### config.mk
export PLATFORM = sky130hd
export DESIGN_NAME = if_fetch
export DESIGN_NICKNAME = d
export VERILOG_FILES = /design/src/rtl/if_fetch_pkg.sv /design/src/rtl/if_fetch_byte_asm.sv /design/src/rtl/if_fetch.sv
export SDC_FILE = /design/constraint.sdc
export NUM_CORES = 1
export LEC_CHECK = 0
export CORE_ASPECT_RATIO = 1.2
export CORE_UTILIZATION = 35
export CTS_CLUSTER_SIZE = 20
export DETAILED_ROUTE_END_ITERATION = 8
export GPL_TIMING_DRIVEN = 1
export PLACE_DENSITY = 0.67
export SYNTH_ARGS = -nofsm -noshare
export SYNTH_HDL_FRONTEND = slang
export SYNTH_SLANG_ARGS = --single-unit
### constraint.sdc
create_clock -name clk -period 3.2 [get_ports clk]
set_input_delay 0.64 -clock clk [delete_from_list [all_inputs] [get_ports clk]]
set_output_delay 0.64 -clock clk [all_outputs]
set_load 0.01 [all_outputs]
### src/rtl/if_fetch_pkg.sv
// Shared definitions for the instruction-fetch stage: stall/jump encodings,
// bus widths and the fetch FSM state encoding.
`timescale 1ns/1ps
package if_fetch_pkg;
  localparam int STALL_W     = 6;
  localparam int IF_BIT      = 1;
  localparam logic Stop      = 1'b1;
  localparam logic Continue  = 1'b0;
  localparam logic Jump      = 1'b1;
  localparam int InstAddrBus = 32;
  localparam int InstBus     = 32;
  localparam logic [InstBus-1:0] ZeroWord = '0;

  typedef enum logic {
    FETCH = 1'b0,
    BLOCK = 1'b1
  } fetch_state_e;
endpackage

### src/rtl/if_fetch_byte_asm.sv
// Byte counter and 24-bit little-endian assembly buffer for bytes 0..2 of
// the instruction in flight; byte 3 goes straight to the output slot.
`timescale 1ns/1ps
module if_byte_asm
  import if_fetch_pkg::*;
(
  input  logic        clk,
  input  logic        rst,
  input  logic        clear,
  input  logic        load,
  input  logic [7:0]  rdata,
  output logic [1:0]  byte_cnt,
  output logic [23:0] asm_buf,
  output logic        last,
  output logic        complete
);

  assign last     = (byte_cnt == 2'd3);
  assign complete = load & last;

  always_ff @(posedge clk or negedge rst) begin
    if (!rst) begin
      byte_cnt <= 2'd0;
      asm_buf  <= 24'd0;
    end else if (clear) begin
      byte_cnt <= 2'd0;
      asm_buf  <= 24'd0;
    end else if (load) begin
      byte_cnt <= byte_cnt + 2'd1;
      case (byte_cnt)
        2'd0:    asm_buf[7:0]   <= rdata;
        2'd1:    asm_buf[15:8]  <= rdata;
        2'd2:    asm_buf[23:16] <= rdata;
        default: ;
      endcase
    end
  end

endmodule

### src/rtl/if_fetch.sv
// Instruction-fetch stage: PC generation, byte-serial instruction fetch and
// a single-entry output slot feeding the IF/ID register.
`timescale 1ns/1ps
module if_fetch
  import if_fetch_pkg::*;
#(
  parameter logic [InstAddrBus-1:0] RESET_PC = 32'h0000_0000
) (
  input  logic                   clk,
  input  logic                   rst,
  input  logic [STALL_W-1:0]     stall,
  input  logic                   jump_i,
  input  logic [InstAddrBus-1:0] jump_target_i,
  output logic                   mem_req_o,
  output logic [InstAddrBus-1:0] mem_addr_o,
  input  logic                   mem_ack_i,
  input  logic [7:0]             mem_rdata_i,
  output logic [InstAddrBus-1:0] if_pc,
  output logic [InstBus-1:0]     if_inst,
  output logic                   if_valid
);

  fetch_state_e             state_p0, state_d;
  logic [InstAddrBus-1:0]   pc_p0;
  logic [1:0]               byte_cnt;
  logic [23:0]              asm_buf;
  logic                     last, complete;
  logic                     consume, slot_free, take;
  logic                     unused_inputs;

  assign unused_inputs = ^{stall[STALL_W-1:IF_BIT+1], stall[IF_BIT-1:0],
                           jump_target_i[1:0]};

  always_comb begin
    consume   = if_valid & (stall[IF_BIT] != Stop) & (jump_i != Jump);
    slot_free = ~if_valid | consume;
    // Byte 3 is held back until the slot can take the finished word.
    mem_req_o = rst & (state_p0 == FETCH) & (jump_i != Jump) & ~(last & ~slot_free);
    mem_addr_o = pc_p0 + {30'd0, byte_cnt};
    take       = mem_req_o & mem_ack_i;
  end

  always_comb begin
    state_d = state_p0;
    if (jump_i == Jump) begin
      state_d = FETCH;
    end else begin
      case (state_p0)
        FETCH:   if (last & ~slot_free) state_d = BLOCK;
        BLOCK:   if (slot_free)         state_d = FETCH;
        default: state_d = FETCH;
      endcase
    end
  end

  if_byte_asm u_byte_asm (
    .clk      (clk),
    .rst      (rst),
    .clear    (jump_i),
    .load     (take),
    .rdata    (mem_rdata_i),
    .byte_cnt (byte_cnt),
    .asm_buf  (asm_buf),
    .last     (last),
    .complete (complete)
  );

  // Fetch PC and FSM state
  always_ff @(posedge clk or negedge rst) begin
    if (!rst) begin
      state_p0 <= FETCH;
      pc_p0    <= RESET_PC;
    end else begin
      state_p0 <= state_d;
      if (jump_i == Jump)
        pc_p0 <= {jump_target_i[InstAddrBus-1:2], 2'b00};
      else if (complete)
        pc_p0 <= pc_p0 + 32'd4;
    end
  end

  // Output slot toward IF/ID
  always_ff @(posedge clk or negedge rst) begin
    if (!rst) begin
      if_valid <= 1'b0;
      if_pc    <= '0;
      if_inst  <= ZeroWord;
    end else if (jump_i == Jump) begin
      if_valid <= 1'b0;
      if_pc    <= '0;
      if_inst  <= ZeroWord;
    end else if (complete) begin
      if_valid <= 1'b1;
      if_pc    <= pc_p0;
      if_inst  <= {mem_rdata_i, asm_buf};
    end else if (consume) begin
      if_valid <= 1'b0;
      if_pc    <= '0;
      if_inst  <= ZeroWord;
    end
  end

endmodule

# ---- Word-level counts from Yosys, hierarchy flattened
# Index checks and enable logic that the tools add are counted.
dict set report op_classes {
  muxes 21
  reduce_logical 10
  add_sub_neg 3
  n_eq_ne 3
  bitwise_logic 15
}
# cell n
set ops {}
lappend ops {{$mux 32} 7}
lappend ops {{$mux 24} 2}
lappend ops {{$add 32x2->32} 1}
lappend ops {{$add 32x3->32 const B} 1}
lappend ops {{$mux 8} 3}
lappend ops {{$reduce_bool 2->1} 5}
lappend ops {{$and 1x1->1} 8}
lappend ops {{$mux 1} 6}
lappend ops {{$not 1->1} 6}
lappend ops {{$reduce_and 2->1} 3}
lappend ops {{$eq 2x2->1 const B} 2}
lappend ops {{$mux 2} 2}
lappend ops {{$reduce_bool 3->1} 1}
lappend ops {{$add 2x1->2 const B} 1}
lappend ops {{$eq 2x1->1 const B} 1}
lappend ops {{$logic_not 2->1} 1}
lappend ops {{$pmux 1 s2} 1}
lappend ops {{$or 1x1->1} 1}
dict set report totals {
  input_bits 50
  elab_cells 61
  ff_bits 124
  out_inout_bits 98
}

# ---- Longest topological paths before layout
# Gate-level depths: netlist of the first run.
dict set report depth {
  ltp_word 12
  mapped_depth 7
  ltp_nobuf 6
}

# ---- Modules after synthesis
# From an unflattened synthesis of the first run, not the netlist that was laid out.
dict set report unflattened {
  cells_unflattened 489
  area_unflattened_um2 5469.0
}
# mod n_inst area_per_inst_um2 seq_area_each_um2 cells_each
set modules_own_cells {}
lappend modules_own_cells {if_fetch 1 4226.6 2377.3 387}
lappend modules_own_cells {if_byte_asm 1 1242.4 650.6 102}

# ---- Worst setup path after synthesis of the first run
# OpenSTA, ideal clock, no wires.
dict set report synth_timing {
  kind {input to register}
  from {input stall[1]}
  to {register pc_p0[29]}
  path_stages 6
  n_path_buf 1
  arrival_time_ps 2304
  setup_slack_ps 827
  t_required_ps 3131
  setup_ps 69
  cell_sequence {and2_1 -> buf_6 -> or4_4 -> or4_4 -> or3_1 -> nand3_1}
}
dict set report synth_between {
  elab_chain_len 11
}
# element line
set synth_rtl {}
lappend synth_rtl {{from (decl)} if_fetch.sv:11} ;# input logic [STALL_W-1:0] stall,
lappend synth_rtl {{$not 1->1} if_fetch.sv:35} ;# consume = if_valid & (stall[IF_BIT] != Stop) & (jump_i != Jump);
lappend synth_rtl {{$and 1x1->1 (2 in series)} if_fetch.sv:35}
lappend synth_rtl {{$or 1x1->1} if_fetch.sv:36} ;# slot_free = ~if_valid | consume;
lappend synth_rtl {{$not 1->1} if_fetch.sv:38} ;# mem_req_o = rst & (state_p0 == FETCH) & (jump_i != Jump) & ~(last & ~slot_free);
lappend synth_rtl {{$and 1x1->1} if_fetch.sv:38}
lappend synth_rtl {{$not 1->1} if_fetch.sv:38}
lappend synth_rtl {{$and 1x1->1} if_fetch.sv:38}
lappend synth_rtl {{$and 1x1->1} if_fetch.sv:40} ;# take = mem_req_o & mem_ack_i;
lappend synth_rtl {{$and 1x1->1} if_fetch_byte_asm.sv:19} ;# assign complete = load & last;
lappend synth_rtl {{$reduce_bool 2->1 (no source line)} n/a}
lappend synth_rtl {{to (signal assigned)} if_fetch.sv:76} ;# pc_p0 <= {jump_target_i[InstAddrBus-1:2], 2'b00};
lappend synth_rtl {{to (signal assigned)} if_fetch.sv:78} ;# pc_p0 <= pc_p0 + 32'd4;
lappend synth_rtl {{to (decl)} if_fetch.sv:24} ;# logic [InstAddrBus-1:0] pc_p0;
# No other way between the ends.
# A chain may end at the register's enable or synchronous reset.

# ---- Worst setup path after layout of the first run
dict set report layout_timing {
  from {input stall[1]}
  to {output mem_req_o}
}
dict set report layout_between {
  elab_chain_len 8
}
# element line
set layout_rtl {}
lappend layout_rtl {{$not 1->1} if_fetch.sv:35}
lappend layout_rtl {{$and 1x1->1 (2 in series)} if_fetch.sv:35}
lappend layout_rtl {{$or 1x1->1} if_fetch.sv:36}
lappend layout_rtl {{$not 1->1} if_fetch.sv:38}
lappend layout_rtl {{$and 1x1->1} if_fetch.sv:38}
lappend layout_rtl {{$not 1->1} if_fetch.sv:38}
lappend layout_rtl {{$and 1x1->1} if_fetch.sv:38}
lappend layout_rtl {{to (decl)} if_fetch.sv:14} ;# output logic mem_req_o,
# No other way between the ends.

==> results of run 1 <==
area by class of cell:
type	instances	area share
sequential	121	0.408
multi-input combinational	314	0.268
timing repair buffer	152	0.203
clock buffer	22	0.0639
tap	200	0.0337
clock inverter	10	0.0192
inverter	6	0.00304
routing by layer:
layer / part of all wire / vias up
li1: - / 2014
met1: 0.43 / 2081
met2: 0.49 / 127
met3: 0.063 / 19
met4: 0.014 / 0
met5: 0 / -
through the flow:
stage	hold WS (ps)	power, mW	util	instance area [um^2]
after floorplan	344	1.79	-	5280
after global placement	476	1.97	0.468	6800
after detailed placement	481	1.98	0.468	6800
after CTS	409	3.96	0.510	7420
after global routing	446	4.06	0.510	7420
final	391	3.91	0.510	7420
where the power goes:
part / internal [mW] / switching (mW) / total (mW)
clock: 1.29 / 0.671 / 1.96
sequential: 1.57 / 0.0660 / 1.64
combinational: 0.159 / 0.160 / 0.319
total: 3.02 / 0.897 / 3.91
cell usage after synthesis:
library cell	instances	area share
dfrtp_1	121	0.57
nand2_1	71	0.051
a22o_1	61	0.10
clkbuf_1	57	0.041
nand3_1	37	0.035
a21oi_1	26	0.025
o21ai_0	21	0.020
nand4_1	11	0.013
xor2_1	11	0.018
xnor2_1	9	0.015
nor2_1	8	0.0057
nor4_1	8	0.0095
o211ai_1	7	0.010
ha_1	5	0.012
inv_1	5	0.0036
and3_1	4	0.0047
nor3_1	4	0.0038
or3_1	4	0.0047
mux2_2	3	0.0064
o311ai_0	3	0.0050
a31o_2	2	0.0033
and2_1	2	0.0024
and4_1	2	0.0033
buf_6	2	0.0043
nor2b_1	2	0.0024
or4_4	2	0.0043
a2111oi_0	1	0.0017
a211o_1	1	0.0017
a211oi_1	1	0.0014
a22oi_1	1	0.0014
buf_1	1	0.00071
buf_2	1	0.00095
buf_4	1	0.0014
clkinv_1	1	0.00071
mux2i_1	1	0.0019
nand2b_4	1	0.0026
nand3b_1	1	0.0014
nand4b_1	1	0.0017
nor3b_1	1	0.0014
nor4_2	1	0.0024
o31ai_1	1	0.0014
cells by family (layout without fill, tap and decap cells):
group           Yosys count  after routing
fa+ha+maj                 5              5
compound gates          125            125
simple gates            160            160
flops                   121            121
buf+inv                  68            190
xor+xnor                 20             20
mux                       4              4
worst max-delay path by stage:
stage,startpoint,endpoint,slack [ps],depth (start not counted)
final,stall[1],mem_req_o,340,4
after global routing,stall[1],mem_req_o,240,4
after CTS,stall[1],mem_req_o,350,4
after detailed placement,stall[1],pc_p0[27],260,6
after global placement,stall[1],pc_p0[29],290,6
after floorplan,stall[1],pc_p0[29],830,6
state kept, by name, indices dropped and copies added (netlist names):
register / flops
if_pc: 31
state_p0: 1
pc_p0: 30
if_inst: 32
u_byte_asm.asm_buf: 24
u_byte_asm.byte_cnt: 2
if_valid: 1
critical path, delay by kind of cell:
family                 cells  cell delay, ps
and+or+nand+nor            1             260
buffers and inverters      2            1040
AOI/OAI and AO/OA          1             270
==> results.cfg, run 1 <==
[timing]
hold_violations = 0
setup_ws_ps = 342
max-slew-margin-rel = 0.385
finalSetupTns_ps = 0
period_share = 0.893
setup_violations = 0
min_period_ps = 2860
worstMarginPinSlew_ps = 922
rsz0062_at_grt = no
finalClockSkew_ps = 10.2
slew_viol_final = 0
max_freq_mhz = 350

[clock_network]
cts.sinks = 121
clockBufferDepth = 2
clk_pin_slew_ps = 60
cts_tree = done
cts_resized = 0
cts_setup_buffers = 0
htreeDepth = 4
cts-root-buf = clkbuf_16
cts_hold_buffers = 0
cts_buffers = 17
clk_latency_ps = 420

[hold_path]
hold_path.class = in -> async

[critical_path]
crit_slowest_cell = clkdlybuf4s50_1
reg2reg_from = u_byte_asm.byte_cnt[0]
startpoint_type = input port
required_ps = 2560
crit_chain = clkdlybuf4s50_1 -> and2_1 -> a211oi_1 -> clkdlybuf4s50_1
worstSetupPathType = in -> out
reg2regPathDepth = 6
regToRegEndpoint = pc_p0[27]
r2r_slack_ps = 690
endpoint_kind = primary output
critPathMaxFanout = 9
crit_top_cell = clkdlybuf4s50_1
worst_ep_arrival_time_ps = 2220
max_stage_delay_ps = 590

[drt]
first_pass_iters = 4
routedWlPerCell_um = 17.2
ant_nets = 0
drtIter0Drc = 216
drcViolationCount = 0
via_per_inst = 5.14
drt-total-wl_um = 14200
dr_total_vias = 4241

[floorplanning]
die_h_um = 137
dieArea_mm2 = 0.0156
rows = 48
core_mm2 = 0.0145
start_util = 0.363
dieWidth_um = 114
ioPinCount = 148

[grt]
grt_overflow_total = 0
antenna_found_initial = 0
grt_pass1_wl_um = 23000
grt_pass1_vias = 4313
met3_usage = 0.0686
grt_use_met1 = 0.235
grt_util_met2 = 0.328
grt_busiest_layer = met2
track_usage = 0.195
grt_max_degree = 75

[place]
dp.cells = 793
port_buffers = 140
place.gp.congestion = 0.818
dp_hpwl_um = 9960
dp_slack_ps = 258

[layout]
final_common_cell = clkdlybuf4s50_1
fin_nets = 667
antenna-diode-count = 0
final_cell_mix = 138 x clkdlybuf4s50_1, 121 x dfrtp_1, 71 x nand2_1
seq_area_mm2 = 0.00303
multiInputGateArea_mm2 = 0.00199
drive_gt1_frac = 0.0896
final_cells = 825
n_fill_cell = 1326
area_growth_pct = 40.6

[synthesis]
synth_warnings = 0
synth_xor_area_frac = 0.0332
syn_area_per_cell_um2 = 10.5
synth_area_mm2 = 0.00528
synth_fp_nets = 558
synth.area.mux_share = 0.00830
synth-seq-cells = 121
synthSimpleGateAreaFrac = 0.149
synth_compound_gate_area_share = 0.172
syn_inst = 503
ys_types = 41
yosysSeqAreaShare = 0.574
synth_fa_ha_area_frac = 0.0119
synth_top_family_by_area = compound AO/OA/AOI/OAI gates

[outcome]
outcome = completed

[job]
maxCapViolCount = 0

[power_and_ir_drop]
leakage_nw = 3.07
ir_drop_uv = 302
power.density_mw_per_mm2 = 528
Power figures use the tool's default switching activity.
==> run 2: changes to the inputs <==
Settings changed: CORE_MARGIN set to 5.
==> run 2 against run 1 <==
Compared with the run above:
- final area up 0.20%
- count of clock-buffer cells in the layout up 2
- hold slack better by 80 ps
- non-clock buffer count up 2
- critical path type unchanged
==> results.cfg, run 2 (synthesis results as in run 1) <==
[grt]
grt_pass1_vias = 4650
grt_pass1_wl_um = 24300
track_usage = 0.178
grt_max_degree = 66
grt_overflow_total = 0
antenna_found_initial = 0

[layout]
largest_registers = if_inst (32), if_pc (31), pc_p0 (30)
antenna-diode-count = 0
final_cell_mix = 138 x clkdlybuf4s50_1, 121 x dfrtp_1, 71 x nand2_1
top_register = if_inst
area_growth_pct = 40.9
drive_gt1_frac = 0.0927
final_common_cell = clkdlybuf4s50_1
largest_reg_flops = 32
final_cells = 830
fin_nets = 669

[drt]
drtIter0Drc = 230
drt-total-wl_um = 14900
first_pass_iters = 4
dr_total_vias = 4374
ant_nets = 0
via_per_inst = 5.27
routedWlPerCell_um = 18.0
drcViolationCount = 0

[timing]
max_freq_mhz = 343
finalClockSkew_ps = 9.40
slew_viol_final = 0
finalSetupTns_ps = 0
worstMarginPinSlew_ps = 865
period_share = 0.910
hold_violations = 0
rsz0062_at_grt = no
min_period_ps = 2910
setup_violations = 0
max-slew-margin-rel = 0.423

[critical_path]
crit_slowest_cell = clkdlybuf4s50_1
crit_chain = clkdlybuf4s50_1 -> and2_1 -> a211oi_1 -> clkdlybuf4s50_1
crit_top_cell = clkdlybuf4s50_1
startpoint_type = input port
max_stage_delay_ps = 600
crit_family = buffers and inverters
worst_ep_arrival_time_ps = 2270
required_ps = 2560
r2r_slack_ps = 700
endpoint_kind = primary output
worst-path-buf-inv = 2
worstSetupPathType = in -> out
critPathMaxFanout = 9

[place]
place.gp.congestion = 0.841
dp.cells = 799
dp_hpwl_um = 10500
port_buffers = 140

[clock_network]
clk_pin_slew_ps = 60
clk_latency_ps = 420
cts_hold_buffers = 0
clockBufferDepth = 2
cts_buffers = 17
cts-root-buf = clkbuf_16
htreeDepth = 4
cts.sinks = 121
cts_resized = 0
cts_tree = done
cts_setup_buffers = 0

[power_and_ir_drop]
power.density_mw_per_mm2 = 532
ir_drop_uv = 333
leakage_nw = 3.10
total_power_mw = 3.96

[floorplanning]
rows = 49
ioPinCount = 148
dieWidth_um = 122
start_util = 0.354
core_mm2 = 0.0149
dieArea_mm2 = 0.0176
die_h_um = 145

[hold_path]
hold_path.class = in -> async

[job]
maxCapViolCount = 0

[outcome]
outcome = completed
==> run 2: path summary, 6_finish.rpt <==
check | cells after the start | start | to
worst max-delay path | 4 | stall[1] | mem_req_o
worst min-delay path | 2 | rst | pc_p0[18]
worst max register to register | 6 | u_byte_asm.byte_cnt[0] | pc_p0[27]
worst min register to register | 2 | if_pc[24] | if_pc[24]
max in group asynchronous | 3 | rst | if_inst[7]
min in group clk | 2 | if_pc[24] | if_pc[24]
==> run 2: routing by layer <==
| layer | share of wire | global-route usage |
|---|---|---|
| met1 | 0.41 | 0.215 |
| met2 | 0.49 | 0.293 |
| met3 | 0.074 | 0.0603 |
| met4 | 0.023 | 0.0749 |
| met5 | 0 | 0 |
==> run 2: worst reg2reg max path: cells and delay by family (launching register included) <==
kind	cells	cell delay, ps
adders and majority gates	1	310
DFF	1	440
and+or+nand+nor	5	1700
==> run 2: through the flow <==
| step | setup slack (ps) | instance area [um^2] | hold slack (ps) | util |
|---|---|---|---|---|
| finish | 288 | 7430 | 471 | 0.499 |
| global route | 161 | 7430 | 504 | 0.499 |
| CTS | 275 | 7430 | 497 | 0.499 |
| detailed placement | 280 | 6810 | 481 | 0.457 |
| global placement | 288 | 6810 | 466 | 0.457 |
| floorplan | 827 | 5280 | 344 | - |
==> run 2: cell type report <==
class	instances	area, um^2
Tap cell	204	255
Sequential cell	121	3030
Fill cell	1390	7470
Timing Repair Buffer	154	1510
Multi-Input combinational cell	314	1990
Clock buffer	24	512
Inverter	6	22.5
Clock inverter	7	113
==> run 2: power breakdown <==
part           switching [mW]  internal [mW]
sequential             0.0650           1.57
combinational           0.162          0.157
clock                   0.662           1.34
